File: config.mk
export PLATFORM = sky130hd
export DESIGN_NAME = packet_framer
export DESIGN_NICKNAME = d
export VERILOG_FILES = /design/src/rtl/packet_framer.sv
export SDC_FILE = /design/constraint.sdc
export NUM_CORES = 1
export LEC_CHECK = 0
export BUFFER_PORTS_ARGS = -buffer_cell sky130_fd_sc_hd__clkbuf_2
export CELL_PAD_IN_SITES_DETAIL_PLACEMENT = 0
export CELL_PAD_IN_SITES_GLOBAL_PLACEMENT = 2
export CORE_UTILIZATION = 36
export CTS_CLUSTER_DIAMETER = 150
export DETAILED_ROUTE_END_ITERATION = 10
export GPL_ROUTABILITY_DRIVEN = 0
export HOLD_SLACK_MARGIN = 0.12
export PLACE_DENSITY = 0.84
export SLEW_MARGIN = 20
export SYNTH_ARGS = -nofsm -noshare
export SYNTH_HDL_FRONTEND = slang
export SYNTH_SLANG_ARGS = --single-unit
File: constraint.sdc
create_clock -name clk -period 4.07 [get_ports clk]
set_input_delay 0 -clock clk [delete_from_list [all_inputs] [get_ports clk]]
set_output_delay 0 -clock clk [all_outputs]
set_load 0.05 [all_outputs]
File: src/rtl/packet_framer.sv
// packet_framer: wraps TLP/DLLP payload bytes in STP/SDP ... END/EDB framing symbols.
module packet_framer #(
  parameter int DLLP_LEN    = 6,
  parameter int MAX_TLP_LEN = 4096
) (
  input  logic       clk,
  input  logic       rst_n,
  input  logic       tlp_valid,
  input  logic [7:0] tlp_data,
  input  logic       tlp_last,
  input  logic       tlp_abort,
  output logic       tlp_ready,
  input  logic       dllp_valid,
  input  logic [7:0] dllp_data,
  output logic       dllp_ready,
  input  logic       out_ready,
  output logic [7:0] data_out,
  output logic       dk_out,
  output logic       valid_out,
  output logic       overrun,
  output logic       busy
);
  localparam int CW = $clog2(MAX_TLP_LEN + 1);
  localparam logic [7:0] STP = 8'hFB;
  localparam logic [7:0] SDP = 8'h5C;
  localparam logic [7:0] END = 8'hFD;
  localparam logic [7:0] EDB = 8'hFE;
  typedef enum logic [2:0] {IDLE, DLLP_DATA, DLLP_END, TLP_DATA, TLP_END, DRAIN} state_t;
  state_t        state_q;
  logic [CW-1:0] cnt_q;
  logic          last_dllp_q, abort_q, drain_q;
  logic [7:0]    data_q;
  logic          dk_q, valid_q, overrun_q;
  logic          adv;
  assign adv        = !valid_q || out_ready;
  assign tlp_ready  = (state_q == TLP_DATA && adv) || state_q == DRAIN;
  assign dllp_ready = state_q == DLLP_DATA && adv;
  assign data_out   = data_q;
  assign dk_out     = dk_q;
  assign valid_out  = valid_q;
  assign overrun    = overrun_q;
  assign busy       = state_q != IDLE;
  always_ff @(posedge clk or negedge rst_n)
    if (!rst_n) begin
      state_q     <= IDLE;
      cnt_q       <= '0;
      last_dllp_q <= 1'b0;
      abort_q     <= 1'b0;
      drain_q     <= 1'b0;
      data_q      <= 8'h00;
      dk_q        <= 1'b0;
      valid_q     <= 1'b0;
      overrun_q   <= 1'b0;
    end else begin
      overrun_q <= 1'b0;
      case (state_q)
        IDLE: if (adv) begin
          // DLLP wins unless a TLP is also waiting and the previous packet was a DLLP
          if (dllp_valid && (!tlp_valid || !last_dllp_q)) begin
            {valid_q, dk_q, data_q} <= {2'b11, SDP};
            cnt_q       <= '0;
            last_dllp_q <= 1'b1;
            state_q     <= DLLP_DATA;
          end else if (tlp_valid) begin
            {valid_q, dk_q, data_q} <= {2'b11, STP};
            cnt_q       <= '0;
            last_dllp_q <= 1'b0;
            state_q     <= TLP_DATA;
          end else valid_q <= 1'b0;
        end
        DLLP_DATA: if (dllp_valid && adv) begin
          {valid_q, dk_q, data_q} <= {2'b10, dllp_data};
          cnt_q <= cnt_q + 1'b1;
          if (cnt_q == CW'(DLLP_LEN - 1)) state_q <= DLLP_END;
        end else if (adv) valid_q <= 1'b0;
        DLLP_END: if (adv) begin
          {valid_q, dk_q, data_q} <= {2'b11, END};
          state_q <= IDLE;
        end
        TLP_DATA: if (tlp_valid && adv) begin
          {valid_q, dk_q, data_q} <= {2'b10, tlp_data};
          cnt_q <= cnt_q + 1'b1;
          if (tlp_last) begin
            abort_q <= tlp_abort;
            state_q <= TLP_END;
          end else if (cnt_q + CW'(1) == CW'(MAX_TLP_LEN)) begin
            abort_q   <= 1'b1;
            drain_q   <= 1'b1;
            overrun_q <= 1'b1;
            state_q   <= TLP_END;
          end
        end else if (adv) valid_q <= 1'b0;
        TLP_END: if (adv) begin
          {valid_q, dk_q, data_q} <= {2'b11, abort_q ? EDB : END};
          state_q <= drain_q ? DRAIN : IDLE;
        end
        DRAIN: begin
          if (adv) valid_q <= 1'b0;
          if (tlp_valid && tlp_last) begin
            drain_q <= 1'b0;
            state_q <= IDLE;
          end
        end
        default: state_q <= IDLE;
      endcase
    end
endmodule

# --- Word-level counts from Yosys, hierarchy flattened ---
# Index checks and enable logic that the tools add are counted.
totals:
  regBits: 30
  word_cells: 113
  input_bits: 23
  output_inout_bits: 14
op_classes:
  n_reduce_logical: 30
  addsub: 1
  n_eq_ne: 19
  n_mux: 54
ops:
  columns: ["operator", "count"]
  rows:
  - ["$mux 13", 5]
  - ["$mux 8", 7]
  - ["$pmux 8 s5", 1]
  - ["$pmux 13 s3", 1]
  - ["$mux 3", 12]
  - ["$mux 1", 23]
  - ["$pmux 3 s6", 1]
  - ["$add 13x1->13 const B", 1]
  - ["$eq 13x13->1 const B", 1]
  - ["$eq 13x3->1 const B", 1]
  - ["$ne 2x1->1 const B", 6]
  - ["$reduce_and 5->1", 2]
  - ["$reduce_bool 5->1", 2]
  - ["$reduce_and 3->1", 3]
  - ["$reduce_and 9->1", 1]
  - ["$ne 2x2->1 const B", 4]
  - ["$reduce_and 7->1", 1]
  - ["$eq 3x2->1 const B", 2]
  - ["$eq 3x3->1 const B", 2]
  - ["$logic_and 1x1->1", 6]
  - ["$reduce_and 6->1", 1]
  - ["$reduce_bool 2->1", 3]
  - ["$reduce_bool 3->1", 2]
  - ["$pmux 1 s5", 1]
  - ["other kinds (11)", 15]

# --- Logic depth before layout (Yosys ltp) ---
depth:
  depth_word: 6
  depth_mapped: 8
  depth_no_buf: 8

# --- Least setup slack after synthesis ---
# Ideal clock, no wire load.
synth_timing:
  kind: "register to register"
  from: "reg cnt_q[0]"
  to: "reg state_q[0]"
  t_arrival_ps: 2037
  setup_ps: 126
  setup_slack_ps: 1907
  n_path_buf: 0
  path_stages_with_launch: 8
  period_less_slack_ps: 2163
  required_ps: 3944
  cell_sequence: "dfrtp_1 ha_1 and2_1 xor2_1 nand3_2 a2111oi_4 a311oi_1 o32a_1"
synth_between:
  elab_chain_cells: 4
  word_cells_on_any_way: 6
  classes_between: "add/sub (1); eq/ne (4); reduce/logical (1)"
synth_lines:
  columns: ["element", "line", "text"]
  rows:
  - ["from (decl)", "30", "logic [CW-1:0] cnt_q;"]
  - ["from (signal assigned)", "73", "cnt_q <= cnt_q + 1'b1;"]
  - ["from (signal assigned)", "82", "cnt_q <= cnt_q + 1'b1;"]
  - ["$add 13x1->13", "86", "end else if (cnt_q + CW'(1) == CW'(MAX_TLP_LEN)) begin"]
  - ["$eq 13x13->1", "86", null]
  - ["$ne 3x2->1 (no source line)", null, null]
  - ["$reduce_and 9->1 (no source line) *", null, null]
  - ["to (signal assigned)", "95", "state_q <= drain_q ? DRAIN : IDLE;"]
  - ["to (decl)", "29", "state_t state_q;"]
# Mark *: on every way between the ends. The rest lies on a longest branch, timed or not.
# A chain may end at the register's enable or synchronous reset.

# --- Worst setup path in the final report ---
layout_timing:
  from: "reg state_q[1]"
  to: "reg cnt_q[9]"
layout_between:
  elab_chain_cells: 3
  word_cells_on_any_way: 10
  classes_between: "eq/ne (6); mux (1); reduce/logical (3)"
layout_lines:
  columns: ["element", "line", "text"]
  rows:
  - ["$eq 3x1->1 (tied with other cells)", "56", "case (state_q)"]
  - ["$ne 2x1->1 (no source line) (tied with other cells)", null, null]
  - ["$reduce_and 5->1 (no source line)", null, null]
# Parallel ways exist; a longest one is shown, timed or not.

==> results.cfg <==
[sta]
whs_ns = 0.122
setup_viol = 0
drv_slew = 0
skew_ns = 0.00417
fin_setup_tns_ns = 0
hold_viol_final = 0
slew_headroom_pct = 47.8
rsz0062_at_grt = false
max_freq_mhz = 377
fin_crit_ns = 2.65
worst_pin_slew_ns = 0.782
fin_crit_sh_pct = 65.1

[cts]
clockBufferDepth = 2
cts_setup_buffers = 0
cts_root_buffer = clkbuf_8
worstSkewPairLatency_ns = 0.28
h-tree-depth = 2
clkTransAtPathRegs_ns = 0.07
clock-sinks = 30
cts_tree = built
cts_made_buffers = 5

[synth]
synthFlopType = dfrtp_1
syn_nets = 260
synth.yosys.seq_area_share_pct = 36.4
synth_top_area_cell = dfrtp_1
synth_edf_count = 0
synth_area_per_cell_um2 = 8.82
async_reset_ff_share_pct = 100
synth_seq_cells = 30
syn_area_um2 = 2060
synth_cell_type_count = 65
syn_inst = 234
synth_top_area_share_pct = 36.4
yosys_warnings = 0
synth_area_leaders = dfrtp_1 (36%), o21ai_0 (5.8%), nand2_1 (4.2%), nor2_1 (3.3%), a21oi_1 (2.9%)

[die]
start_util_pct = 37.5
coreArea_um2 = 5510
io_pins = 37
dieHeight_um = 77.7
num_rows = 27
fp.dieW_um = 77.7
die-area_um2 = 6040

[finish]
fin_util_pct = 44.8
antennaDiodeCount = 0
postLayoutCellArea_um2 = 2470
area_growth_pct = 19.6
fin_nets = 301
drive_gt1_share_pct = 21.4

[drt]
drtAntennaViolNets = 0
via_per_inst = 5.50
dr.first_iter.drc_count = 156
wirelength_mm = 5.26
avgRoutedWirePerCell_um = 15.1
drc_errors = 0
drtPass1Iterations = 4
vias = 1913

[global_route]
antenna_found_initial = 0
grt_overflow = 0
grt_max_degree = 31
grt_pass1_wl_mm = 9.20
track_usage_pct = 19.0
grt_pass1_vias = 1916

[setup_path]
worstSetupStartpointType = register
cp.required_ns = 4.25
path_max_fanout = 24
arrival_ns = 2.83
worstSetupPathType = register to register
worst_setup_path_end_kind = register
worst-r2r-cell-count = 6

[pwr]
p_leak_nw = 1.05
p_per_area_nw_per_um2 = 718
irDropWorstVdd_mv = 0.294

[flow_run]
maxCapViolCount = 0

[worst_hold_path]
hold_path.class = input port to register
worstHoldPathCells = 4

[place]
portBuffers = 36
postPlaceCellArea_um2 = 2230
hpwl_mm = 3.62

[outcome]
status = finished clean
-- worst paths after layout --
path | slack [ns] | endpoint | start
setup / recovery | 1.42 | cnt_q[9] | state_q[1]
hold / removal | 0.12 | data_out[2] | dllp_data[2]
setup reg to reg | 1.42 | cnt_q[9] | state_q[1]
hold reg to reg | 0.49 | data_out[6] | data_out[6]
max in group asynchronous | 3.26 | cnt_q[0] | rst_n
min in group asynchronous | 0.32 | data_out[6] | rst_n
-- worst max-delay path: stages, from the launching register on --
cell and delay [ns]:
dfrtp_1 0.84, nand2_1 0.21, a311oi_2 0.36, o22ai_2 0.20
nor2_1 0.51, nand2_1 0.18, o31ai_1 0.24
-- registers in the layout (all words and copies together), names as in the netlist --
register and count:
overrun 1, valid_out 1, last_dllp_q 1, data_out 8, drain_q 1, cnt_q 13
dk_out 1, abort_q 1, state_q 3
-- stage by stage --
stage / cells / total power, mW / setup WS, ns
2_1_floorplan: 234 / 1.25 / 1.91
3_3_place_gp: 327 / 1.45 / 1.58
3_5_place_dp: 327 / 1.45 / 1.46
4_1_cts: 348 / 1.78 / 1.42
5_1_grt: 348 / 1.92 / 1.12
6_report: 348 / 1.77 / 1.42
-- where the power goes --
part           switching (mW)  internal, mW
combinational           0.605         0.333
sequential              0.148         0.388
clock                   0.118         0.180
-- cells in the final DEF, fill, tap and decap left out, types with 2 or more instances in the layout --
| cell | n |
|---|---|
| xor2_1 | 2 |
| o32a_1 | 3 |
| dfrtp_1 | 30 |
| clkbuf_8 | 5 |
| mux2i_1 | 5 |
| and2_1 | 5 |
| nand3_2 | 2 |
| o41ai_1 | 2 |
| o21ai_0 | 24 |
| clkinv_2 | 2 |
| nor4b_1 | 2 |
| o22a_1 | 2 |
| nor2_1 | 18 |
| nand2b_1 | 3 |
| inv_1 | 7 |
| a211oi_1 | 4 |
| nor2b_1 | 4 |
| nor3b_1 | 2 |
| nand2_1 | 23 |
| a21oi_1 | 12 |
| nand3_1 | 5 |
| and3_1 | 3 |
| clkbuf_2 | 36 |
| or2_2 | 2 |
| ha_1 | 3 |
| dlygate4sd3_1 | 13 |
| o31ai_1 | 5 |
| or3_1 | 4 |
| a31oi_1 | 7 |
| nor4_1 | 2 |
| nand4_1 | 2 |
| nor3_1 | 7 |
-- Yosys cell counts (4+ instances only) --
cell type  number
nor2_1         18
nand2_1        23
mux2i_1         5
dfrtp_1        30
nand3_1         5
a211oi_1        4
a31oi_1         7
o21ai_0        24
and2_1          5
or3_1           4
inv_1           7
o31ai_1         5
a21oi_1        12
clkbuf_1        5
nor2b_1         4
nor3_1          7
-- timing repair --
action                                 CTS  global route
gates resized for setup                  0             0
endpoints found under the hold margin   38             0
hold buffers                            13             0
-- layer usage --
layer	share of wire (%)	vias up	global-route usage [%]	wire, um
li1	-	954	-	-
met1	48	925	24.9	2540
met2	48	29	31.8	2520
met3	2.9	5	3.06	151
met4	0.91	0	6.42	48
met5	0	-	0	0
-- logic make-up after synthesis --
kind of cell    share of synthesized area (%)
compound gates                           26.5
xor+xnor                                 1.27
fa+ha+maj                                1.82
buf+inv                                  6.55
flops                                    36.4
mux                                      2.97
simple gates                             24.5
-- layout make-up --
class,count,area [um^2]
Multi-Input combinational cell,181,1180
Clock buffer,5,68.8
Clock inverter,3,40.0
Timing Repair Buffer,49,310
Sequential cell,30,751
Inverter,8,30.0
Fill cell,549,3040
Tap cell,72,90.1
Power figures use the tool's default switching activity.
